--- src/rtl/mem_bank_cfg_pkg.sv ---
// Shared types and sizing helpers for the memory-bank configuration programmer.
//   state_e        : programmer FSM states
//   words_per_row  : stream words needed to fill one bitline row
//   cnt_w          : counter width able to hold 0..n-1 (never narrower than 1)
package mem_bank_cfg_pkg;

    typedef enum logic [2:0] {
        ST_IDLE,
        ST_LOAD,
        ST_SETUP,
        ST_PULSE,
        ST_HOLD
    } state_e;

    function automatic int words_per_row(input int bl_width, input int data_w);
        return (bl_width + data_w - 1) / data_w;
    endfunction

    function automatic int cnt_w(input int n);
        return (n <= 2) ? 1 : $clog2(n);
    endfunction

    localparam int DEF_BL_WIDTH = 315;
    localparam int DEF_DATA_W   = 32;
    localparam int DEF_WPR      = words_per_row(DEF_BL_WIDTH, DEF_DATA_W);
    localparam int DEF_WCNT_W   = cnt_w(DEF_WPR);

endpackage

--- src/rtl/mem_bank_cfg_programmer_row_buffer.sv ---
// Row assembly buffer: collects WPR stream words into one BL_WIDTH row.
//   clk, reset  : clock, async active-low reset
//   clr         : synchronous clear of row and word counter (wins over wr_en)
//   wr_en       : write wr_data into the word slot selected by the counter
//   wr_data     : stream word; bits beyond BL_WIDTH in the last word are dropped
//   full        : high on the cycle the last word of the row is written
//   row         : row contents including the word being written this cycle,
//                 so the consumer can latch a complete row on the same edge
module cfg_row_buffer
    import mem_bank_cfg_pkg::*;
#(
    parameter int BL_WIDTH = 315,
    parameter int DATA_W   = 32
) (
    input  logic                clk,
    input  logic                reset,
    input  logic                clr,
    input  logic                wr_en,
    input  logic [DATA_W-1:0]   wr_data,
    output logic                full,
    output logic [BL_WIDTH-1:0] row
);

    localparam int WPR = words_per_row(BL_WIDTH, DATA_W);
    localparam int CW  = cnt_w(WPR);

    logic [CW-1:0]       wcnt_q;
    logic [BL_WIDTH-1:0] row_q;
    logic [BL_WIDTH-1:0] row_d;

    // One slice per word; the last slice is narrowed to the bits that exist.
    for (genvar k = 0; k < WPR; k++) begin : g_word
        localparam int LO = k * DATA_W;
        localparam int W  = (BL_WIDTH - LO < DATA_W) ? (BL_WIDTH - LO) : DATA_W;
        assign row_d[LO +: W] = (wr_en && wcnt_q == CW'(k)) ? wr_data[W-1:0]
                                                            : row_q[LO +: W];
    end

    assign full = wr_en && (wcnt_q == CW'(WPR - 1));
    assign row  = row_d;

    always_ff @(posedge clk or negedge reset) begin
        if (!reset) begin
            wcnt_q <= '0;
            row_q  <= '0;
        end else if (clr) begin
            wcnt_q <= '0;
            row_q  <= '0;
        end else if (wr_en) begin
            row_q  <= row_d;
            wcnt_q <= full ? '0 : wcnt_q + 1'b1;
        end
    end

endmodule

--- src/rtl/mem_bank_cfg_programmer.sv ---
// Memory-bank configuration initiator. Streams WL_WIDTH rows of BL_WIDTH bits,
// drives each row onto the bitline chain and strobes the matching wordline
// with SETUP/PULSE/HOLD timing.
//   clk, reset          : clock, async active-low reset
//   start, abort        : session start (IDLE only), synchronous abort
//   cfg_data/valid/ready: bitstream word handshake
//   bl, wl              : bitline and one-hot wordline drive to the tile chain
//   busy, done, row_idx : session status, last-row completion pulse, row index
// All outputs come straight from flops.
module mem_bank_cfg_programmer
    import mem_bank_cfg_pkg::*;
#(
    parameter int BL_WIDTH  = 315,
    parameter int WL_WIDTH  = 4,
    parameter int DATA_W    = 32,
    parameter int SETUP_CYC = 1,
    parameter int PULSE_CYC = 2,
    parameter int HOLD_CYC  = 1
) (
    input  logic                        clk,
    input  logic                        reset,
    input  logic                        start,
    input  logic                        abort,
    input  logic [DATA_W-1:0]           cfg_data,
    input  logic                        cfg_valid,
    output logic                        cfg_ready,
    output logic [BL_WIDTH-1:0]         bl,
    output logic [WL_WIDTH-1:0]         wl,
    output logic                        busy,
    output logic                        done,
    output logic [$clog2(WL_WIDTH)-1:0] row_idx
);

    localparam int RW      = $clog2(WL_WIDTH);
    localparam int CYC_MAX = (SETUP_CYC > PULSE_CYC)
                           ? ((SETUP_CYC > HOLD_CYC) ? SETUP_CYC : HOLD_CYC)
                           : ((PULSE_CYC > HOLD_CYC) ? PULSE_CYC : HOLD_CYC);
    localparam int CYW     = cnt_w(CYC_MAX);

    state_e              state_q;
    logic [CYW-1:0]      cyc_q;
    logic [RW-1:0]       row_idx_q;
    logic [BL_WIDTH-1:0] bl_q;
    logic [WL_WIDTH-1:0] wl_q;
    logic                cfg_ready_q;
    logic                busy_q;
    logic                done_q;

    logic                buf_clr;
    logic                buf_wr;
    logic                buf_full;
    logic [BL_WIDTH-1:0] buf_row;

    // Buffer is held empty while idle so every session starts at word 0.
    assign buf_clr = (state_q == ST_IDLE) || abort;
    assign buf_wr  = cfg_valid && cfg_ready_q;

    cfg_row_buffer #(
        .BL_WIDTH (BL_WIDTH),
        .DATA_W   (DATA_W)
    ) u_row_buf (
        .clk     (clk),
        .reset   (reset),
        .clr     (buf_clr),
        .wr_en   (buf_wr),
        .wr_data (cfg_data),
        .full    (buf_full),
        .row     (buf_row)
    );

    always_ff @(posedge clk or negedge reset) begin
        if (!reset) begin
            state_q     <= ST_IDLE;
            cyc_q       <= '0;
            row_idx_q   <= '0;
            bl_q        <= '0;
            wl_q        <= '0;
            cfg_ready_q <= 1'b0;
            busy_q      <= 1'b0;
            done_q      <= 1'b0;
        end else begin
            done_q <= 1'b0;
            if (abort && state_q != ST_IDLE) begin
                state_q     <= ST_IDLE;
                cyc_q       <= '0;
                row_idx_q   <= '0;
                bl_q        <= '0;
                wl_q        <= '0;
                cfg_ready_q <= 1'b0;
                busy_q      <= 1'b0;
            end else begin
                case (state_q)
                    ST_IDLE: begin
                        if (start && !abort) begin
                            state_q     <= ST_LOAD;
                            row_idx_q   <= '0;
                            cfg_ready_q <= 1'b1;
                            busy_q      <= 1'b1;
                        end
                    end
                    ST_LOAD: begin
                        if (buf_full) begin
                            state_q     <= ST_SETUP;
                            cyc_q       <= '0;
                            cfg_ready_q <= 1'b0;
                            bl_q        <= buf_row;
                        end
                    end
                    ST_SETUP: begin
                        if (cyc_q == CYW'(SETUP_CYC - 1)) begin
                            state_q <= ST_PULSE;
                            cyc_q   <= '0;
                            wl_q    <= WL_WIDTH'(1) << row_idx_q;
                        end else begin
                            cyc_q <= cyc_q + 1'b1;
                        end
                    end
                    ST_PULSE: begin
                        if (cyc_q == CYW'(PULSE_CYC - 1)) begin
                            state_q <= ST_HOLD;
                            cyc_q   <= '0;
                            wl_q    <= '0;
                        end else begin
                            cyc_q <= cyc_q + 1'b1;
                        end
                    end
                    ST_HOLD: begin
                        if (cyc_q == CYW'(HOLD_CYC - 1)) begin
                            cyc_q <= '0;
                            bl_q  <= '0;
                            if (row_idx_q == RW'(WL_WIDTH - 1)) begin
                                state_q   <= ST_IDLE;
                                busy_q    <= 1'b0;
                                done_q    <= 1'b1;
                                row_idx_q <= '0;
                            end else begin
                                state_q     <= ST_LOAD;
                                row_idx_q   <= row_idx_q + 1'b1;
                                cfg_ready_q <= 1'b1;
                            end
                        end else begin
                            cyc_q <= cyc_q + 1'b1;
                        end
                    end
                    default: state_q <= ST_IDLE;
                endcase
            end
        end
    end

    assign cfg_ready = cfg_ready_q;
    assign bl        = bl_q;
    assign wl        = wl_q;
    assign busy      = busy_q;
    assign done      = done_q;
    assign row_idx   = row_idx_q;

endmodule
--- config.mk ---
export PLATFORM = sky130hd
export DESIGN_NAME = mem_bank_cfg_programmer
export DESIGN_NICKNAME = d
export VERILOG_FILES = /design/src/rtl/mem_bank_cfg_pkg.sv /design/src/rtl/mem_bank_cfg_programmer_row_buffer.sv /design/src/rtl/mem_bank_cfg_programmer.sv
export SDC_FILE = /design/constraint.sdc
export NUM_CORES = 1
export LEC_CHECK = 0
export CAP_MARGIN = 15
export CORE_AREA = 2 2 243 245
export DETAILED_ROUTE_END_ITERATION = 8
export DIE_AREA = 0 0 245 247
export PLACE_DENSITY = 0.67
export SLEW_MARGIN = 40
export SYNTH_ARGS = -nofsm -noshare
export SYNTH_HDL_FRONTEND = slang
export SYNTH_SLANG_ARGS = --single-unit
export TNS_END_PERCENT = 20
--- constraint.sdc ---
create_clock -name clk -period 6.2 [get_ports clk]
set_input_delay 1.55 -clock clk [delete_from_list [all_inputs] [get_ports clk]]
set_output_delay 1.55 -clock clk [all_outputs]
set_load 0.01 [all_outputs]
==> results.py, run 1 <==
metrics = {
    "status": {
        "status": "finished clean",
    },
    "setup_path": {
        "worstRegToRegCells": 7,
        "endpoint": "bl[309]",
        "end_kind": "flop",
        "path_class": "in -> reg",
        "reg2reg_from": "u_row_buf.wcnt_q[2]",
        "cp_data_required_time_ns": 6.73,
        "rr_endpoint": "bl[309]",
        "start_kind": "input port",
        "cp.arrival_ns": 4.75,
        "cp-startpoint": "abort",
        "cp_max_fo": 118,
        "reg2reg_slack_ns": 2.76,
    },
    "min_path": {
        "holdPathStages": 1,
        "hold_start": "bl[252]",
        "min_path_type": "reg -> reg",
    },
    "power": {
        "power.leakage_nw": 14.1,
        "p_comb_share_pct": 5.9,
        "p_sw_mw": 2.02,
        "switching_share_pct": 23.3,
        "pwr_density_cell_nw_per_um2": 268,
        "p_total_mw": 8.66,
        "ir_drop_uv": 183,
        "power.internal_mw": 6.65,
        "power_frac_seq_pct": 47.0,
        "p_clk_share_pct": 47.1,
    },
    "clock_network": {
        "clockRootBuffer": "clkbuf_16",
        "cts_resized": 0,
        "post_cts_buffers": 0,
        "numCtsBuffers": 67,
        "cts_tree": "built",
        "clk_latency_ns": 0.60,
        "cts_hold_buf": 0,
        "cts_sinks": 620,
        "path_clk_slew_ns": 0.06,
        "cts_buffer_depth": 3,
        "cts_htree_levels": 3,
    },
    "synth": {
        "synth_area_leaders": "dfrtp_1, mux2i_1, a22o_1, o2bb2ai_1, buf_2",
        "yosysWarnings": 0,
        "netlist_instances": 1865,
        "ys_seq_area_share_pct": 60.0,
        "ys.flop_type": "dfrtp_1",
        "async_flop_share_pct": 100,
        "syn_nets": 1910,
        "synth_cell_types": 55,
        "synth_largest_area_cell": "dfrtp_1",
        "syn_area_per_cell_um2": 13.9,
        "ys_ff_latch": 620,
        "synth_edf_count": 0,
        "synth_area_um2": 25800,
        "netlist.area_leader.share_pct": 60.0,
    },
    "floorplanning": {
        "dieWidth_um": 245,
        "start_util_pct": 44.4,
        "die_area_um2": 60500,
        "row_count": 89,
        "io_pins": 361,
        "fp.dieH_um": 247,
        "core_um2": 58200,
    },
    "global_routing": {
        "grt_pass1_wl_mm": 115,
        "gr-total-overflow": 0,
        "grt_start_max_net_pins": 162,
        "grt_usage_pct": 25.1,
        "antenna_found_initial": 0,
        "grt_pass1_vias": 17900,
    },
    "sta": {
        "period_needed_ns": 4.22,
        "worst_pin_slew_ns": 0.828,
        "worst_slack_ns": 1.98,
        "fin_tns_setup_ns": 0,
        "hold_viol_final": 0,
        "slew_violations": 0,
        "skew_ns": 0.0220,
        "max_freq_ghz": 0.237,
        "rsz0062_at_grt": "no",
        "worst_slew_margin_rel_pct": 44.6,
        "fin_crit_sh_pct": 68.1,
        "finalSetupViolCount": 0,
    },
    "placed_design": {
        "place_congestion": 0.798,
        "place.detailed.hpwl_mm": 48.1,
        "dpl.cell_count": 2826,
        "dp_slack_ns": 1.52,
        "portBuffers": 360,
    },
    "final_layout": {
        "final_net_count": 2171,
        "antenna_cells": 0,
        "final_core_util_pct": 55.4,
        "final_common_cell": "dfrtp_1",
        "final_cells": 2944,
        "final_cell_mix": "dfrtp_1, clkdlybuf4s50_1, a22o_1, mux2i_1, o2bb2ai_1",
        "syn_to_final_growth_pct": 24.9,
        "drive_gt1_share_pct": 10.4,
    },
    "route": {
        "route.vias.total": 17900,
        "drtAntennaViolNets": 0,
        "post_drt_wl_per_cell_um": 26.0,
        "drc_errors": 0,
        "drt-total-wl_mm": 76.5,
        "firstDrtPassIters": 6,
        "vias_per_cell": 6.07,
        "drt_iter0_markers": 1442,
    },
    "run": {
        "maxCapViolations": 0,
    },
}
kinds of logic (layout without fill, tap and decap cells):
family                     Yosys count  in the layout  synth area share (%)
AOI/OAI and AO/OA                  642            642                  21.6
xor gates and xnor gates             1              1                0.0339
adders and majority gates            8              8                 0.387
buffers and inverters              236            542                  4.88
DFF                                620            620                  60.0
muxes                              290            290                  11.2
and+or+nand+nor                     68             68                  1.86
cell type report:
class / instances / area, um^2
clock inverters: 17 / 244
repair buffers: 421 / 4290
flip-flops and latches: 620 / 15500
multi-input cells: 1009 / 9230
well taps: 773 / 967
clock buffers: 97 / 1990
inverters: 7 / 26.3
fillers: 4652 / 26000
worst max-delay path: stages:
cell	delay (ns)
clkdlybuf4s50_1	0.71
nand2b_1	0.36
o211ai_1	0.14
o31a_2	0.22
buf_12	0.24
buf_16	0.45
buf_4	0.73
a22o_1	0.25
power groups by stage:
stage               clock network, mW  registers [mW]  logic [mW]
detailed placement                  0            4.14       0.506
global placement                    0            4.14       0.473
finish                           4.08            4.07       0.511
global route                     4.30            4.07       0.549
CTS                              4.15            4.07       0.506
floorplan                           0            4.13       0.300
worst min path at each step:
stage / endpoint
3_3_place_gp: bl[35]
5_1_grt: bl[36]
3_5_place_dp: bl[190]
6_report: bl[252]
4_1_cts: bl[36]
2_1_floorplan: u_row_buf.row_q[185]
sequential cells by signal, summed over array words and instances (netlist names), 2 cells and up:
register          cells
row_idx               2
wl                    4
u_row_buf.row_q     288
u_row_buf.wcnt_q      4
state_q               3
bl                  315
synth_stat cells (all sizes together) (4+ instances only):
library cell    n
a21oi           4
ha              8
dfrtp         620
nor2b           4
nand2b          5
nor2           13
inv             6
buf           131
o2bb2ai       288
a22oi           4
clkbuf         98
nand2           7
o21ai          11
a22o          321
nor3            9
nand3           9
mux2i         289
metrics by stage:
step,hold slack [ns],instance area [um^2]
5_1_grt,0.499,32300
3_5_place_dp,0.472,30000
6_report,0.484,32300
4_1_cts,0.488,32200
2_1_floorplan,0.465,25800
3_3_place_gp,0.475,29700
routing by layer:
layer | routed length [um] | GRT usage, % | part of all wire [%] | vias to the layer above
met5 | 0 | 0 | 0 | -
met4 | 2540 | 9.86 | 3.3 | 0
met3 | 6020 | 6.08 | 7.9 | 130
met2 | 34800 | 38.0 | 46 | 741
met1 | 33100 | 35.0 | 43 | 9353
li1 | - | - | - | 7650
Power figures use the tool's default switching activity.
==> run 2: changes to the inputs <==
==> constraint.sdc (replaced) <==
create_clock -name clk -period 4.1 [get_ports clk]
set_input_delay 1.025 -clock clk [delete_from_list [all_inputs] [get_ports clk]]
set_output_delay 1.025 -clock clk [all_outputs]
set_load 0.01 [all_outputs]
==> run 2 against run 1 <==
  * Count of clock-buffer cells in the layout shrank 4
  * Cell count is 0.24% higher
  * Hold slack worse by 0.069 ns
  * Critical path type unchanged
  * Critical endpoint is now bl[305]
  * Largest cell class unchanged
==> results.py, run 2 (synthesis gave the netlist of run 1 again) <==
metrics = {
    "status": {
        "status": "finished clean",
    },
    "setup_path": {
        "start_kind": "input port",
        "reg2reg_slack_ns": 1.05,
        "slowest_stage": "clkdlybuf4s50_1",
        "cp.arrival_ns": 3.75,
        "worstRegToRegCells": 6,
        "cp_data_required_time_ns": 4.57,
        "cp_max_fo": 110,
        "end_kind": "flop",
        "cp_cell_sequence": "clkdlybuf4s50_1, nand3_2, or2_0, o31a_2, buf_12, buf_16, a22o_1",
        "reg2reg_from": "u_row_buf.wcnt_q[3]",
        "critPathMaxStageDelay_ns": 0.68,
        "cp-startpoint": "cfg_valid",
        "endpoint": "bl[305]",
        "rr_endpoint": "bl[305]",
        "path_class": "in -> reg",
    },
    "placed_design": {
        "dpl.cell_count": 2835,
        "portBuffers": 360,
        "place.detailed.hpwl_mm": 48.2,
        "place_area_um2": 30000,
        "dp_slack_ns": 0.506,
        "place_congestion": 0.806,
    },
    "clock_network": {
        "cts_tree": "built",
        "cts_sinks": 620,
        "numCtsBuffers": 66,
        "post_cts_buffers": 0,
        "clk_latency_ns": 0.61,
        "cts_buffer_depth": 3,
        "cts_resized": 0,
        "clockRootBuffer": "clkbuf_16",
        "cts_hold_buf": 0,
        "path_clk_slew_ns": 0.06,
        "cts_htree_levels": 3,
    },
    "route": {
        "post_drt_wl_per_cell_um": 26.2,
        "drc_errors": 0,
        "route.vias.total": 17800,
        "vias_per_cell": 6.02,
        "drt-total-wl_mm": 77.2,
        "drt_iter0_markers": 1517,
        "firstDrtPassIters": 5,
        "drtAntennaViolNets": 0,
    },
    "final_layout": {
        "final_net_count": 2176,
        "fill_cells": 4704,
        "final_cells": 2951,
        "final_core_util_pct": 55.2,
        "largest_reg_flops": 315,
        "multi_input_area_um2": 9230,
        "final_common_cell": "dfrtp_1",
        "drive_gt1_share_pct": 10.8,
        "finalInstanceArea_um2": 32100,
        "regArea_um2": 15500,
        "antenna_cells": 0,
        "syn_to_final_growth_pct": 24.4,
        "final_cell_mix": "dfrtp_1, clkdlybuf4s50_1, a22o_1, mux2i_1, o2bb2ai_1",
    },
    "floorplanning": {
        "start_util_pct": 44.4,
        "io_pins": 361,
        "fp.dieH_um": 247,
        "core_um2": 58200,
        "row_count": 89,
        "dieWidth_um": 245,
        "die_area_um2": 60500,
    },
    "sta": {
        "slew_violations": 0,
        "max_freq_ghz": 0.305,
        "finalSetupViolCount": 0,
        "rsz0062_at_grt": "no",
        "fin_crit_sh_pct": 79.9,
        "period_needed_ns": 3.28,
        "fin_tns_setup_ns": 0,
        "worst_slack_ns": 0.824,
        "worst_pin_slew_ns": 0.839,
        "skew_ns": 0.0208,
        "hold_ws_ns": 0.416,
        "worst_slew_margin_rel_pct": 44.0,
        "hold_viol_final": 0,
    },
    "power": {
        "power.leakage_nw": 14.1,
        "p_total_mw": 12.8,
        "pwr_density_cell_nw_per_um2": 399,
        "ir_drop_uv": 248,
    },
    "global_routing": {
        "met3_usage_pct": 5.40,
        "use_met1_pct": 36.4,
        "grt_util_met2_pct": 39.3,
        "gr-total-overflow": 0,
        "antenna_found_initial": 0,
        "grt-busiest-layer": "met2",
        "grt_pass1_vias": 18200,
        "grt_start_max_net_pins": 168,
        "grt_usage_pct": 25.6,
        "grt_pass1_wl_mm": 118,
    },
    "run": {
        "maxCapViolations": 0,
    },
    "min_path": {
        "min_path_type": "in -> async",
    },
}
[run 2: changes by cell type in the layout (fill, tap and decap cells not counted), moves of 2 or more]
cell,before,now
buf_12,7,18
buf_16,7,3
buf_2,27,30
buf_4,28,40
buf_6,2,0
buf_8,18,7
bufinv_16,6,3
clkbuf_16,71,67
clkdlybuf4s50_1,332,329
clkinv_2,8,10
clkinv_8,0,2
inv_6,1,4
[run 2: how the worst min path moves through the flow]
stage                           end  depth (start not counted)
2_1_floorplan  u_row_buf.row_q[185]                          1
3_3_place_gp                bl[273]                          1
3_5_place_dp                 bl[96]                          1
4_1_cts                       wl[1]                          1
5_1_grt                       wl[1]                          1
6_report                      wl[1]                          1
[run 2: where the power goes]
group          total, mW  leakage (nW)  switching [mW]  internal, mW
combinational      0.774          4.38           0.599         0.175
sequential          6.15          8.66          0.0232          6.13
clock               5.91          1.04            2.50          3.41
[run 2: critical path, delay by kind of cell]
| family | cells | cell delay, ns |
|---|---|---|
| AND/OR/NAND/NOR | 2 | 0.60 |
| AO/OA/AOI/OAI | 2 | 0.78 |
| buffers and inverters | 3 | 1.14 |
[run 2: layout make-up]
cell class              instances  area share (%)
inverters                       7          0.0817
well taps                     773            3.01
clock buffers                  93            5.86
multi-input cells            1009            28.7
flip-flops and latches        620            48.3
clock inverters                22           0.716
repair buffers                427            13.4
[run 2: routing by layer]
metal,wire length (um),part of all wire [%]
met2,35500,46
met3,5180,6.7
met4,2050,2.7
met1,34500,45
met5,0,0
